File: src/rtl/data_ram_ctrl.sv
// Byte-addressable CPU data memory with a request/response interface, MIPS load/store
// widths, misalignment detection, a post-reset clear sequence and a debug read port.
module data_ram_ctrl #(
  parameter int          ADDR_W   = 7,
  parameter logic [31:0] INIT_VAL = 32'h0000_0000
) (
  input  logic              clk,
  input  logic              rst,
  output logic              init_done,
  input  logic              req_valid,
  output logic              req_ready,
  input  logic [3:0]        req_op,
  input  logic [ADDR_W-1:0] req_addr,
  input  logic [31:0]       req_wdata,
  output logic              resp_valid,
  output logic [31:0]       resp_rdata,
  output logic              resp_err,
  input  logic [ADDR_W-3:0] test_addr,
  output logic [31:0]       test_data
);

  localparam int IDX_W = ADDR_W - 2;
  localparam int DEPTH = 1 << IDX_W;

  typedef enum logic {S_INIT, S_RUN} state_t;

  state_t            state_q, state_d;
  logic [IDX_W-1:0]  idx_q, idx_d;
  logic              resp_valid_q, resp_valid_d;
  logic [31:0]       resp_rdata_q, resp_rdata_d;
  logic              resp_err_q, resp_err_d;
  logic [31:0]       mem_q [DEPTH];

  logic [IDX_W-1:0]  widx;
  logic              accept, err_now;
  logic [3:0]        be;
  logic [31:0]       wlane;

  function automatic logic op_err(input logic [3:0] op, input logic [1:0] a);
    return (op[1:0] == 2'b11) || (op[3] && op[2]) ||
           (op[1:0] == 2'b01 && a[0]) || (op[1:0] == 2'b10 && a != 2'b00);
  endfunction

  function automatic logic [3:0] lane_en(input logic [1:0] sz, input logic [1:0] a);
    case (sz)
      2'b00:   return 4'b0001 << a;
      2'b01:   return a[1] ? 4'b1100 : 4'b0011;
      default: return 4'b1111;
    endcase
  endfunction

  function automatic logic [31:0] load_ext(input logic [31:0] w, input logic uns,
                                           input logic [1:0] sz, input logic [1:0] a);
    logic [7:0]  b;
    logic [15:0] h;
    b = w[{a, 3'b000} +: 8];
    h = a[1] ? w[31:16] : w[15:0];
    case (sz)
      2'b00:   return uns ? {24'h0, b} : {{24{b[7]}}, b};
      2'b01:   return uns ? {16'h0, h} : {{16{h[15]}}, h};
      default: return w;
    endcase
  endfunction

  assign req_ready  = (state_q == S_RUN);
  assign init_done  = (state_q == S_RUN);
  assign accept     = req_valid & req_ready;
  assign widx       = req_addr[ADDR_W-1:2];
  assign err_now    = op_err(req_op, req_addr[1:0]);
  assign be         = lane_en(req_op[1:0], req_addr[1:0]);
  assign wlane      = (req_op[1:0] == 2'b00) ? {4{req_wdata[7:0]}} :
                      (req_op[1:0] == 2'b01) ? {2{req_wdata[15:0]}} : req_wdata;
  assign test_data  = mem_q[test_addr];
  assign resp_valid = resp_valid_q;
  assign resp_rdata = resp_rdata_q;
  assign resp_err   = resp_err_q;

  always_comb begin
    state_d      = state_q;
    idx_d        = idx_q;
    resp_valid_d = accept;
    resp_rdata_d = resp_rdata_q;
    resp_err_d   = resp_err_q;
    if (state_q == S_INIT) begin
      idx_d = idx_q + IDX_W'(1);
      if (idx_q == IDX_W'(DEPTH - 1)) state_d = S_RUN;
    end
    if (accept) begin
      resp_err_d   = err_now;
      resp_rdata_d = (err_now || req_op[3]) ? 32'h0 :
                     load_ext(mem_q[widx], req_op[2], req_op[1:0], req_addr[1:0]);
    end
  end

  always_ff @(posedge clk or posedge rst) begin
    if (rst) begin
      state_q      <= S_INIT;
      idx_q        <= '0;
      resp_valid_q <= 1'b0;
      resp_rdata_q <= 32'h0;
      resp_err_q   <= 1'b0;
    end else begin
      state_q      <= state_d;
      idx_q        <= idx_d;
      resp_valid_q <= resp_valid_d;
      resp_rdata_q <= resp_rdata_d;
      resp_err_q   <= resp_err_d;
    end
  end

  // The array has no reset; the clear sequence rewrites it word by word instead.
  always_ff @(posedge clk) begin
    if (state_q == S_INIT) begin
      mem_q[idx_q] <= INIT_VAL;
    end else if (accept && req_op[3] && !err_now) begin
      for (int b = 0; b < 4; b++)
        if (be[b]) mem_q[widx][8*b +: 8] <= wlane[8*b +: 8];
    end
  end

endmodule
File: config.mk
export PLATFORM = sky130hd
export DESIGN_NAME = data_ram_ctrl
export DESIGN_NICKNAME = d
export VERILOG_FILES = /design/src/rtl/data_ram_ctrl.sv
export SDC_FILE = /design/constraint.sdc
export NUM_CORES = 1
export LEC_CHECK = 0
export ABC_AREA = 0
export CAP_MARGIN = 15
export CELL_PAD_IN_SITES_DETAIL_PLACEMENT = 1
export CELL_PAD_IN_SITES_GLOBAL_PLACEMENT = 1
export CORE_MARGIN = 8
export CORE_UTILIZATION = 50
export DETAILED_ROUTE_END_ITERATION = 10
export HOLD_SLACK_MARGIN = 0.06
export PLACE_DENSITY = 0.75
export SLEW_MARGIN = 0
export SYNTH_ARGS = -nofsm -noshare
export SYNTH_HDL_FRONTEND = slang
export SYNTH_SLANG_ARGS = --single-unit
File: constraint.sdc
create_clock -name clk -period 3 [get_ports clk]
set_input_delay 0.45 -clock clk [delete_from_list [all_inputs] [get_ports clk]]
set_output_delay 0.45 -clock clk [all_outputs]
set_load 0.1 [all_outputs]
==> key figures <==
Clock tree
  – Clk sinks: 1064
  – H-tree Lvls: 3
  – Max Root-Sink Buffers: 3
  – Skew-Pair Late Insertion Delay: about 0.71 ns
  – Clock tree root buffer cell: clkbuf_16
  – Hold buffer count at CTS: 0
  – Worst-path clk slew: 0.06 ns
  – Num CTS Buffers: 110
  – CTS tree: done

Global route
  – Gr ovfl total: 0
  – Vias in the first global route: ~32000
  – Initial antenna violation count: 9
  – Largest net degree at the start of global routing: 65
  – Global-route wire length before repair: 238000 µm
  – Global-route usage over all layers: between 20% and 30%

Die
  – Die X-Extent: 333 µm
  – IO Pins: 119
  – Starting Density: approximately 50%
  – Die ar.: 111000 µm²
  – Rows: 116
  – Core area: approximately 100000 µm²
  – Die H: about 330 µm

Synthesis
  – Netlist Area Pre-Place: 50100 µm²
  – Flops & latches, synth: 1064
  – Synth warn: 0
  – Main synth FF type: edfxtp_1
  – Synth unique cells: 51
  – Dominant cell type by area after synthesis: edfxtp_1
  – Yosys top cell area share: 61.4%
  – Number of synthesized flops with an enable pin: 1024
  – Largest cells by area after synthesis: edfxtp_1 (61%), mux4_2 (26%), mux2i_1 (2.5%), dfrtp_1 (2.0%), nor2_1 (1.3%)
  – Synth Area per Inst: 19.9 µm²
  – Syn Nets: roughly 2600
  – Seq/Total Area, Yosys: a little under two thirds
  – Asr flop ratio synth: 3.76%
  – Synth Instances: 2518

Worst setup path
  – Crit path max-delay cell type: mux4_2
  – Crit start category: flip-flop
  – CP bufs+invs: 1
  – CP max FO: 2
  – Worst path cell trace: mux4_2 -> mux4_2 -> mux2_4 -> buf_12
  – Top cell by count, worst path: mux4_2
  – CP endpoint kind: output pin
  – Critical Path Max Stage Delay: ~0.55 ns
  – Crit path max-delay family: multiplexers
  – Req. time, crit path: ~2.6 ns
  – Crit Path Class: reg -> out
  – CP Data Arrival Time: 2.76 ns

STA
  – FMAX: 0.311 GHz
  – Fin. Hold Viols: 0
  – PnR worst setup slack: -0.212 ns
  – Worst Tran Pin Value: 0.996 ns
  – Crit path time final: between 3 and 4 ns
  – Slew headroom: 33.3%
  – Unrepaired setup endpoints after global routing: true
  – Setup TNS: -3.91 ns
  – Fin crit share: 107%
  – Final Max Tran Viols: 0
  – # setup viols final: 32
  – Layout Skew: just over 0.03 ns

Final layout
  – Commonest non-fill, non-tap cells in the layout: edfxtp_1 (1024), mux4_2 (578), buf_4 (404), buf_12 (152)
  – Multi-input logic area: 17700 µm²
  – Reg area: 31800 µm²
  – Final Non-Filler Cells: between 4000 and 5000
  – Filler cells: 8377
  – Area delta synth->final: 22.3%
  – Layout cells sized above 1: 45.7%
  – Util after Layout: between 60% and 70%
  – Final #Nets: 3086
  – Commonest non-fill, non-tap cell in the layout: edfxtp_1

Route
  – Vias/cell: just under 7
  – Vias: 30456
  – 1st-iter DRT viols: 4259
  – DRC: 0
  – Total wire length: 165000 µm
  – WL/cell: 37.3 µm
  – Final ANT Viol Nets: 0
  – Drt first pass iters: 6

Place
  – Pre-CTS setup slack: -0.650 ns
  – Hpwl dp: 116000 µm
  – Placed insts: 4173
  – IO Port Bufs: approximately 120
  – GPL Wtd Cong: just over 0.9

Job
  – Number of max-cap violations: 0

Pwr
  – Tot Pwr: 32300 µW
  – Total leakage power: 0.0229 µW
  – VDD IR-drop max: 0.425 mV
  – Pwr/cell area: 527 nW/µm²

Run status
  – Outcome: finished with violations
  – Violated checks: setup timing

Min path
  – Worst hold path class: in -> async
timing repair:
item,4_1_cts,5_1_grt
setup buffers,20,26
endpoints found under the setup margin,32,49
resized for setup,0,5
cell type report:
type / count / area share (%)
Timing Repair Buffer: 604 / 10.7
Sequential cell: 1064 / 51.8
Inverter: 6 / 0.0367
Clock buffer: 134 / 4.81
Clock inverter: 75 / 1.03
Antenna cell: 5 / 0.0204
Tap cell: 1298 / 2.65
Multi-Input combinational cell: 1247 / 28.9
Yosys cell counts, drive strengths merged, types with 3 or more instances:
cell type,instances
nor2b,5
dfrtp,40
inv,5
edfxtp,1024
a21oi,39
nor4,4
nor2,179
a32oi,6
or2,4
nand2b,14
a221oi,9
nand3,46
mux2,35
o21a,13
a22oi,61
o2111ai,10
and2,11
mux4,578
nand3b,5
buf,83
o21ai,23
clkbuf,118
xnor2,3
or3,7
mux2i,126
o211ai,4
nand2,43
metal layers:
metal | track usage (%) | wire length, µm | share of wire, %
met1 | 41.0 | 63100 | 38
met2 | 46.2 | 76900 | 46
met3 | 6.83 | 17700 | 11
met4 | 12.1 | 7760 | 4.7
met5 | 0 | 29 | 0.018
final timing paths:
| check | startpoint | endpoint | slack (ns) | cells past startpoint |
|---|---|---|---|---|
| max | mem_q[30][15] | test_data[15] | -0.21 | 4 |
| min in group clk | req_op[2] | resp_err | 0.51 | 3 |
| min | rst | idx_q[0] | 0.40 | 2 |
| max reg2reg | init_done | mem_q[16][29] | 0.21 | 7 |
| min reg2reg | resp_rdata[15] | resp_rdata[15] | 0.51 | 2 |
| max in group asynchronous | rst | init_done | 1.97 | 2 |
registers in the layout, summed over array words and instances (netlist names):
| register | count |
|---|---|
| mem_q | 1024 |
| resp_rdata | 32 |
| idx_q | 5 |
| init_done | 1 |
| resp_err | 1 |
| resp_valid | 1 |
through the flow:
step | instance area (µm²) | hold WS (ns)
after floorplan | 50400 | 0.506
after global placement | 57300 | 0.482
after detailed placement | 57300 | 0.504
after CTS | 61100 | 0.421
after global routing | 61300 | 0.469
final | 61300 | 0.401
worst register-to-register path: cells and delay by family (launching register included):
| family | cells | cell delay, ns |
|---|---|---|
| and+or+nand+nor | 5 | 1.50 |
| DFF | 1 | 0.37 |
| AOI/OAI and AO/OA | 1 | 0.36 |
| buffers and inverters | 1 | 0.17 |
power breakdown:
| group | internal [µW] | switching [µW] | total, µW | leakage, µW |
|---|---|---|---|---|
| clock | 7620 | 5990 | 13600 | 0.00176 |
| sequential | 16100 | 17.8 | 16200 | 0.0122 |
| combinational | 995 | 1520 | 2510 | 0.00901 |
| total | 24800 | 7530 | 32300 | 0.0229 |
cells by family (layout without fill, tap and decap cells):
family / after synthesis / after routing / share of synthesized area (%)
fa+ha+maj: 2 / 2 / 0.0499
buf+inv: 207 / 819 / 1.93
other cells: 0 / 5 / 0
compound gates: 177 / 177 / 2.43
flops: 1064 / 1064 / 63.4
simple gates: 326 / 326 / 2.90
xor+xnor: 3 / 3 / 0.0524
mux: 739 / 739 / 29.3
Note: power is estimated with default switching activity, not from simulation.
